## src/rtl/pipe_ctrl_pkg.sv

```systemverilog
// Shared types and constants for the 3-stage pipeline hazard controller.
package pipe_ctrl_pkg;

    typedef enum logic [0:0] {
        ST_RUN,
        ST_LOAD_STALL
    } state_e;

    localparam logic [1:0]  PC_SEL_PLUS4  = 2'd0;
    localparam logic [1:0]  PC_SEL_BRANCH = 2'd1;
    localparam logic [31:0] NOP_INSTR     = 32'h00000013;

endpackage

```

## src/rtl/load_use_detect.sv

```systemverilog
// Flags an instruction in F that reads the destination of a load sitting in DE.
module load_use_detect (
    input  logic       load_de,
    input  logic [4:0] rd_de,
    input  logic [4:0] rs1_f,
    input  logic [4:0] rs2_f,
    input  logic       rs1_used_f,
    input  logic       rs2_used_f,
    output logic       lu
);

    logic rs1_hit;
    logic rs2_hit;

    always_comb begin
        rs1_hit = rs1_used_f && (rs1_f == rd_de);
        rs2_hit = rs2_used_f && (rs2_f == rd_de);
        // x0 is hardwired zero, so a load into it can never be consumed.
        lu      = load_de && (rd_de != 5'd0) && (rs1_hit || rs2_hit);
    end

endmodule

```

## src/rtl/pipe_hazard_ctrl.sv

```systemverilog
// Stall/flush sequencer for the F -> DE -> MW pipeline.
// Define PIPE_HAZARD_CTRL_PERF_EN to add stall/flush performance counters.
module pipe_hazard_ctrl
    import pipe_ctrl_pkg::*;
#(
    parameter int unsigned LOAD_LAT = 1
) (
    input  logic        clk,
    input  logic        rst,
    input  logic        br_taken_de,
    input  logic        load_de,
    input  logic [4:0]  rd_de,
    input  logic [4:0]  rs1_f,
    input  logic [4:0]  rs2_f,
    input  logic        rs1_used_f,
    input  logic        rs2_used_f,
    input  logic        imem_valid,
    input  logic        dmem_req_mw,
    input  logic        dmem_ready,
`ifdef PIPE_HAZARD_CTRL_PERF_EN
    output logic [31:0] perf_stall_cyc,
    output logic [31:0] perf_flush_cnt,
`endif
    output logic        pc_en,
    output logic [1:0]  pc_sel,
    output logic        fde_en,
    output logic        fde_flush,
    output logic        demw_en
);

    localparam logic [2:0] LastCnt = 3'(LOAD_LAT - 1);

    state_e     state_q, state_d;
    logic [2:0] cnt_q, cnt_d;
    logic       lu;
    logic       freeze;
    logic       br_fire;

    load_use_detect u_load_use_detect (
        .load_de    (load_de),
        .rd_de      (rd_de),
        .rs1_f      (rs1_f),
        .rs2_f      (rs2_f),
        .rs1_used_f (rs1_used_f),
        .rs2_used_f (rs2_used_f),
        .lu         (lu)
    );

    always_comb begin
        state_d   = state_q;
        cnt_d     = cnt_q;
        pc_en     = 1'b1;
        pc_sel    = PC_SEL_PLUS4;
        fde_en    = 1'b1;
        fde_flush = 1'b0;
        demw_en   = 1'b1;
        br_fire   = 1'b0;
        freeze    = dmem_req_mw && !dmem_ready;

        if (rst) begin
            pc_en   = 1'b0;
            fde_en  = 1'b0;
            demw_en = 1'b0;
        end else if (freeze) begin
            // Hold everything; an in-flight load stall pauses rather than advancing.
            pc_en   = 1'b0;
            fde_en  = 1'b0;
            demw_en = 1'b0;
        end else if (br_taken_de) begin
            br_fire   = 1'b1;
            pc_sel    = PC_SEL_BRANCH;
            fde_flush = 1'b1;
            state_d   = ST_RUN;
            cnt_d     = 3'd0;
        end else if (state_q == ST_LOAD_STALL) begin
            pc_en     = 1'b0;
            fde_flush = 1'b1;
            if (cnt_q == LastCnt) begin
                state_d = ST_RUN;
                cnt_d   = 3'd0;
            end else begin
                cnt_d = cnt_q + 3'd1;
            end
        end else if (lu) begin
            pc_en     = 1'b0;
            fde_flush = 1'b1;
            if (LOAD_LAT > 1) begin
                state_d = ST_LOAD_STALL;
                cnt_d   = 3'd1;
            end
        end else if (!imem_valid) begin
            pc_en     = 1'b0;
            fde_flush = 1'b1;
        end
    end

    always_ff @(posedge clk) begin
        if (rst) begin
            state_q <= ST_RUN;
            cnt_q   <= 3'd0;
        end else begin
            state_q <= state_d;
            cnt_q   <= cnt_d;
        end
    end

`ifdef PIPE_HAZARD_CTRL_PERF_EN
    logic [31:0] stall_cyc_q, stall_cyc_d;
    logic [31:0] flush_cnt_q, flush_cnt_d;

    always_comb begin
        stall_cyc_d = stall_cyc_q + {31'd0, !pc_en};
        flush_cnt_d = flush_cnt_q + {31'd0, br_fire};
    end

    always_ff @(posedge clk) begin
        if (rst) begin
            stall_cyc_q <= 32'd0;
            flush_cnt_q <= 32'd0;
        end else begin
            stall_cyc_q <= stall_cyc_d;
            flush_cnt_q <= flush_cnt_d;
        end
    end

    assign perf_stall_cyc = stall_cyc_q;
    assign perf_flush_cnt = flush_cnt_q;
`endif

endmodule

```

## config.mk

```make
export PLATFORM = sky130hd
export DESIGN_NAME = pipe_hazard_ctrl
export DESIGN_NICKNAME = d
export VERILOG_FILES = /design/src/rtl/pipe_ctrl_pkg.sv /design/src/rtl/load_use_detect.sv /design/src/rtl/pipe_hazard_ctrl.sv
export SDC_FILE = /design/constraint.sdc
export NUM_CORES = 1
export LEC_CHECK = 0
export ABC_CLOCK_PERIOD_IN_PS = 1400
export CORE_AREA = 2 2 39 41
export CTS_BUF_LIST = sky130_fd_sc_hd__clkbuf_8
export CTS_CLUSTER_SIZE = 25
export DETAILED_ROUTE_END_ITERATION = 16
export DIE_AREA = 0 0 41 43
export PLACE_DENSITY = 0.8
export SLEW_MARGIN = 25
export SYNTH_ARGS = -nofsm -noshare
export SYNTH_HDL_FRONTEND = slang
export SYNTH_SLANG_ARGS = --single-unit
```

## constraint.sdc

```tcl
create_clock -name clk -period 1.4 [get_ports clk]
set_input_delay 0.21 -clock clk [delete_from_list [all_inputs] [get_ports clk]]
set_output_delay 0.21 -clock clk [all_outputs]
set_load 0.01 [all_outputs]
```

-- Word level (Yosys, flattened, before mapping)
Cells that the tools add are included.
- bitwise operators: 1
- reduce and logical (&&, ||, !) cells: 11
- add/sub/neg operators: 1
- mux-type cells: 23
- equal/unequal tests: 2
- operators with widths (kind ; number):
    1-bit 2-to-1 mux ; 19
    5-bit == test ; 2
    3-bit 2-to-1 mux ; 3
    1-bit logical AND ; 5
    5-bit nonzero test ; 1
    3-bit by 1-bit adder with 3-bit output, second input constant ; 1
    3-bit logical NOT ; 1
    2-bit 2-to-1 mux ; 1
    2-bit AND reduction ; 1
    2-bit nonzero test ; 1
    1-bit logical NOT ; 1
    1-bit logical OR ; 1
    1-bit inverter ; 1
- flip-flop bits (word level): 4
- logic and storage cells: 40
- output and inout bits: 6
- input bits: 24

-- Logic depth before layout (Yosys ltp)
Gate-level depths: netlist of the first run.
- depth after elaboration: 9
- mapped depth: 5
- depth with buffers taken out: 5

-- By module
From an unflattened synthesis of the first run, not the netlist that was laid out.
- cell total of the unflattened synthesis: 55
- area total of the unflattened synthesis: 429.2 um^2
- by module, submodules not included (module ; sequential area each (um^2) ; cells each ; area each (um^2) ; instances):
    pipe_hazard_ctrl ; 80.1 ; 38 ; 295.3 ; 1
    load_use_detect ; 0.0 ; 17 ; 133.9 ; 1

-- Least setup slack after synthesis of the first run
Ideal clock, no wire load.
- path kind: input-to-output
- from: in rd_de[1]
- to: out pc_en
- data arrival time: 1156 ps
- path slack: 34 ps
- cell stages on the path: 3
- path through: or4_1 > o21a_1 > a31oi_1
- longest elaborated chain between the ends: 9
- RTL lines (what ; line ; RTL):
    start: declaration ; pipe_hazard_ctrl.sv:12 ; input logic [4:0] rd_de,
    5-bit == test, on equally long branches ; load_use_detect.sv:16, load_use_detect.sv:17 ;
    1-bit logical AND, on equally long branches ; load_use_detect.sv:16, load_use_detect.sv:17 ;
    1-bit logical OR ; load_use_detect.sv:19 ; lu = load_de && (rd_de != 5'd0) && (rs1_hit || rs2_hit);
    1-bit logical AND * ; load_use_detect.sv:19 ;
    1-bit 2-to-1 mux * ; pipe_hazard_ctrl.sv:84 ; end else if (lu) begin
    1-bit 2-to-1 mux * ; pipe_hazard_ctrl.sv:75 ; end else if (state_q == ST_LOAD_STALL) begin
    1-bit 2-to-1 mux * ; pipe_hazard_ctrl.sv:69 ; end else if (br_taken_de) begin
    1-bit 2-to-1 mux * ; pipe_hazard_ctrl.sv:64 ; end else if (freeze) begin
    1-bit 2-to-1 mux * ; pipe_hazard_ctrl.sv:60 ; if (rst) begin
    end: declaration ; pipe_hazard_ctrl.sv:24 ; output logic pc_en,
Mark *: on every way between the ends. The rest lies on a longest branch, timed or not.

-- Worst setup path in the final report of the first run
- from: in rd_de[2]
- to: out fde_flush
- longest elaborated chain between the ends: 9
- RTL lines (what ; line ; RTL):
    5-bit == test, on equally long branches ; load_use_detect.sv:16, load_use_detect.sv:17 ;
    1-bit logical AND, on equally long branches ; load_use_detect.sv:16, load_use_detect.sv:17 ;
    1-bit logical OR ; load_use_detect.sv:19 ;
    1-bit logical AND * ; load_use_detect.sv:19 ;
    1-bit 2-to-1 mux * ; pipe_hazard_ctrl.sv:84 ;
    1-bit 2-to-1 mux * ; pipe_hazard_ctrl.sv:75 ;
    1-bit 2-to-1 mux * ; pipe_hazard_ctrl.sv:69 ;
    1-bit 2-to-1 mux * ; pipe_hazard_ctrl.sv:64 ;
    1-bit 2-to-1 mux * ; pipe_hazard_ctrl.sv:60 ;
    end: declaration ; pipe_hazard_ctrl.sv:27 ; output logic fde_flush,
Marked as above.

==> run metrics, run 1 <==
outcome finished, violations left; failing checks setup timing; r2r setup slk 0.22 ns; # fillers 143; DR vias/cell 4.69; Reg2Reg Depth 5; Nets 123; detailed-route via count 521; YS warnings 0; Leak 0.375 nW; Tot Pwr 0.527 mW; Sw Share 24.1%; ANT cells 0; Starting Density 28.8%; GRT Total Usage 19.3%; area of the multi-input gates 318 um^2; DR pass1 iterations 4; Worst Hold Class flip-flop to flip-flop; fraction of layout cells with a size suffix above 1 30.5%; clk slew on worst S/H paths 0.03 ns; PwrDens 657 nW/um^2; FF+latch area 80.1 um^2; maxcap violations 0; worst reg2reg path endpoint cnt_q[1]; initial antenna violation count 0; Synth cell types 22; Post-Layout Inst Area 802 um^2; Slew Limit Fails 0; cts hold-fix bufs 0; Die Width 41 um; clock power share 46.3%; Synth Instances 55; WP data arrival 1.32 ns; Critical Path Start Type primary input; DIE AREA 1760 um^2; syn avg cell area 7.23 um^2; Flop pwr share 21.8%; die extent in y 43 um; clock latency on the worst-skew pair 0.22 ns; CTS Root Cell clkbuf_8; Worst IR Drop VDD 0.000500 V; clock sinks 4; cts bufs inserted 3; Sw Pwr 0.127 mW; cell-internal power 0.400 mW; critical hold path startpoint cnt_q[1]; wire per inst 11.8 um; Placed Area 758 um^2; WHS Endpoint cnt_q[1]; Max Freq 653 MHz; share of the synthesized area in the top cell type 22.0%; DRC viols 0; ranking of synthesized cells by area xnor2_1, dfxtp_1, ha_1; crit path capture type output port; Comb pwr share 31.9%; kind of critical path primary input to output port; global-route wire length before repair 2.24 mm; setup repair after global routing missed its margin true; Final Cycle Share 109%; cell row count 14; H-tree lvl count 1; vias in the first global route 558; CTS tree yes; Worst Path Max Fanout 2; Final setup violation count 2; critical path required time 1.19 ns; Post-Route WL 1.31 mm; Core Area 1380 um^2; Synth Cell Area 398 um^2; post-route setup slack -0.130 ns; final RePlAce weighted congestion 0.809; drt initial violations 2; WHS Path Cells 2; Final Util 58.0%; Port Buffer Count 28; final hold vios 0; Area Overhead vs Synth 102%; Worst R2R Start cnt_q[0]; register area share after synthesis 20.1%; pin count of the biggest net entering global routing 5; pre-CTS setup slack -0.879 ns; Max Clock Skew 0.00463 ns; Congestion Overflow GR 0; DP HPWL 1.07 mm; Yosys top cell by area xnor2_1; Synth Register Bits 4; Post-Syn Nets 81; minimum clock period 1.53 ns; # IOs 30; antenna-violating nets left 0; worst-case clock buffer depth 2
## per-stage QoR
step	hold slack, ns	instances	TNS (ns)
2_1_floorplan	0.279	55	0
3_3_place_gp	0.456	107	-3.30
3_5_place_dp	0.467	107	-3.48
4_1_cts	0.471	111	-0.289
5_1_grt	0.511	111	-0.338
6_report	0.468	111	-0.217
## critical path, cell delays in order
cell and delay, ns:
buf_6 0.09, or4_4 0.52, o21a_1 0.19, a31o_1 0.17, buf_2 0.13
## power groups by stage
| stage | Sequential (mW) | Clock, mW | Combinational (mW) |
|---|---|---|---|
| finish | 0.115 | 0.244 | 0.168 |
| global route | 0.115 | 0.257 | 0.185 |
| CTS | 0.115 | 0.248 | 0.164 |
| detailed placement | 0.116 | 0 | 0.178 |
| global placement | 0.116 | 0 | 0.174 |
| floorplan | 0.116 | 0 | 0.0609 |
## cells in the final DEF, fill, tap and decap left out, types with 3 or more instances in the layout
cell,count
xnor2_1,10
dlymetal6s2s_1,4
a21oi_1,4
buf_2,7
buf_4,11
clkbuf_8,3
dfxtp_1,4
inv_1,4
nand2_1,4
clkdlybuf4s50_1,5
dlygate4sd2_1,10
nor2_1,5
nand4_1,3
## Yosys cell counts
library cell and count:
o22ai_1 1, buf_4 2, a31oi_1 1, xnor2_1 10
nand4_1 3, nand3_1 2, nand2_1 4, a21oi_1 4
inv_1 4, conb_1 1, o21a_1 1, ha_1 2
nor3b_1 1, nor3_1 1, a211oi_1 1, nor2_1 6
or4_1 1, a31o_1 1, o21ai_0 2, nor2b_1 2
or2_2 1, dfxtp_1 4
## metal layers
| layer | global-route usage [%] | up-vias | part of all wire [%] |
|---|---|---|---|
| li1 | - | 266 | - |
| met1 | 18.0 | 237 | 36 |
| met2 | 34.1 | 13 | 57 |
| met3 | 4.71 | 5 | 4.1 |
| met4 | 12.0 | 0 | 2.6 |
| met5 | 0 | - | 0 |
## kinds of logic after synthesis
| family | share of synthesized area, % |
|---|---|
| AND/OR/NAND/NOR | 26.4 |
| AO/OA/AOI/OAI | 16.7 |
| XOR/XNOR | 22.0 |
| buffers and inverters | 7.54 |
| flip-flops | 20.1 |
| adder cells (fa/ha/maj) | 6.29 |
| other | 0.942 |
## sequential cells by signal, indices dropped and copies added (netlist names)
register	flops
state_q	1
cnt_q	3
## worst max-delay path by stage
stage,slack (ns),start,end,cells past startpoint
6_report,-0.13,rd_de[2],fde_flush,5
2_1_floorplan,0.03,rd_de[1],pc_en,3
5_1_grt,-0.17,rd_de[2],fde_flush,5
3_5_place_dp,-0.88,rd_de[1],pc_en,5
4_1_cts,-0.15,rd_de[2],fde_flush,5
3_3_place_gp,-0.87,rd_de[1],pc_en,5
## cell type report
class | instances | area share [%]
clock buffer | 3 | 5.15
tap | 16 | 2.50
timing repair buffer | 39 | 40.9
multi-input combinational | 45 | 39.6
sequential | 4 | 9.98
inverter | 4 | 1.87
## what timing repair did
item,4_1_cts,5_1_grt
resized for setup,52,8
setup buffers,1,0
hold endpoints to repair,0,0
setup endpoints to repair,5,5
pin swaps,16,2
Note: power is estimated with default switching activity, not from simulation.
==> run 2, diff against run 1 <==
Settings changed: RECOVER_POWER set to 100.
==> run 2 against run 1 <==
The flow still finishes with violations (setup timing); fmax unchanged; global-route usage unchanged; clock skew barely moved; non-clock buffer count unchanged; sequential share of layout area is essentially flat; setup slack unchanged; via count fell by 0.19%; clock power about the same; die area is the same; flip-flop and latch count unchanged; critical endpoint unchanged; largest cell class unchanged; largest power group unchanged.
==> run metrics, run 2 (synthesis gave the netlist of run 1 again) <==
Final Cycle Share 109%; global-route wire length before repair 2.24 mm; Starting Density 28.8%; post-route setup slack -0.130 ns; failing checks setup timing; H-tree lvl count 1; post-route setup TNS -0.217 ns; outcome finished, violations left; clock latency on the worst-skew pair 0.22 ns; largest stage delay on the critical path 0.52 ns; vias in the first global route 558; DR vias/cell 4.68; # IOs 30; initial antenna violation count 0; Leak 0.372 nW; Port Buffer Count 28; die extent in y 43 um; Max Freq 653 MHz; CTS Root Cell clkbuf_8; Max Clock Skew 0.00448 ns; Slowest cell on crit path or4_4; DR pass1 iterations 4; DIE AREA 1760 um^2; maxcap violations 0; r2r setup slk 0.22 ns; CTS tree yes; drt initial violations 2; minimum clock period 1.53 ns; Critical Path Start Type primary input; Worst Path Max Fanout 2; Buf+Inv Stages, Crit Path 2; Die Width 41 um; GRT Total Usage 19.3%; Worst Hold Class flip-flop to flip-flop; Post-Route WL 1.31 mm; final RePlAce weighted congestion 0.809; DP HPWL 1.07 mm; max FFs per register 3; Nets 123; Worst path top cell family by delay simple AND/OR/NAND/NOR gates; crit path capture type output port; pin count of the biggest net entering global routing 5; Slew Limit Fails 0; Top reg by flops cnt_q; setup repair after global routing missed its margin true; commonest cells after routing, fill and taps aside xnor2_1, dlygate4sd2_1, buf_4; clk slew on worst S/H paths 0.03 ns; biggest regs cnt_q (3), state_q (1); critical-path cell list buf_6 > or4_4 > o21a_1 > a31o_1 > buf_2; Worst IR Drop VDD 0.000499 V; worst-case clock buffer depth 2; antenna-violating nets left 0; final hold vios 0; clock sinks 4; cell row count 14; # fillers 143; DRC viols 0; cts bufs inserted 3; detailed-route via count 520; fraction of layout cells with a size suffix above 1 29.5%; Congestion Overflow GR 0; kind of critical path primary input to output port; Area Overhead vs Synth 101%; Core Area 1380 um^2; Final setup violation count 2; critical path required time 1.19 ns; Tot Pwr 0.526 mW; WP data arrival 1.32 ns; ANT cells 0; PwrDens 658 nW/um^2; wire per inst 11.8 um
==> run 2: per-stage QoR <==
stage	area [um^2]	hold WS [ns]	util, %	worst slack [ns]	instances
floorplan	398	0.279	-	0.0342	55
global placement	758	0.456	54.8	-0.867	107
detailed placement	758	0.467	54.8	-0.879	107
CTS	776	0.471	56.1	-0.146	111
global route	798	0.511	57.7	-0.169	111
finish	798	0.468	57.7	-0.130	111
==> run 2: repair_timing <==
action	4_1_cts	5_1_grt
hold buffers	0	0
endpoints found under the setup margin	5	5
pin swaps	16	2
buffers inserted	1	0
gates resized for setup	52	8
==> run 2: worst reg2reg max path: stages, from the launching register on <==
cell	delay, ns
dfxtp_1	0.35
inv_1	0.07
ha_1	0.21
a21oi_1	0.23
nand3_1	0.11
a21oi_1	0.14
==> run 2: where the power goes <==
group | internal [mW] | switching [mW]
clock network | 0.183 | 0.0605
logic | 0.100 | 0.0666
registers | 0.115 | 0
==> run 2: cell type report <==
cell class | instances | area (um^2) | share of cell area, %
clock buffer | 3 | 41.3 | 5.17
inverter | 4 | 15.0 | 1.88
multi-input combinational | 45 | 318 | 39.8
sequential | 4 | 80.1 | 10.0
tap | 16 | 20.0 | 2.51
timing repair buffer | 39 | 324 | 40.6
==> run 2: path summary, 6_finish.rpt <==
path / from / endpoint / cells past startpoint
min: cnt_q[1] / cnt_q[1] / 2
max: rd_de[2] / fde_flush / 5
min reg2reg: cnt_q[1] / cnt_q[1] / 2
max reg2reg: cnt_q[0] / cnt_q[1] / 5
==> run 2: routing by layer <==
layer	share of wire (%)	global-route usage, %
met1	36	18.0
met2	57	34.1
met3	4.2	4.71
met4	2.6	12.0
met5	0	0
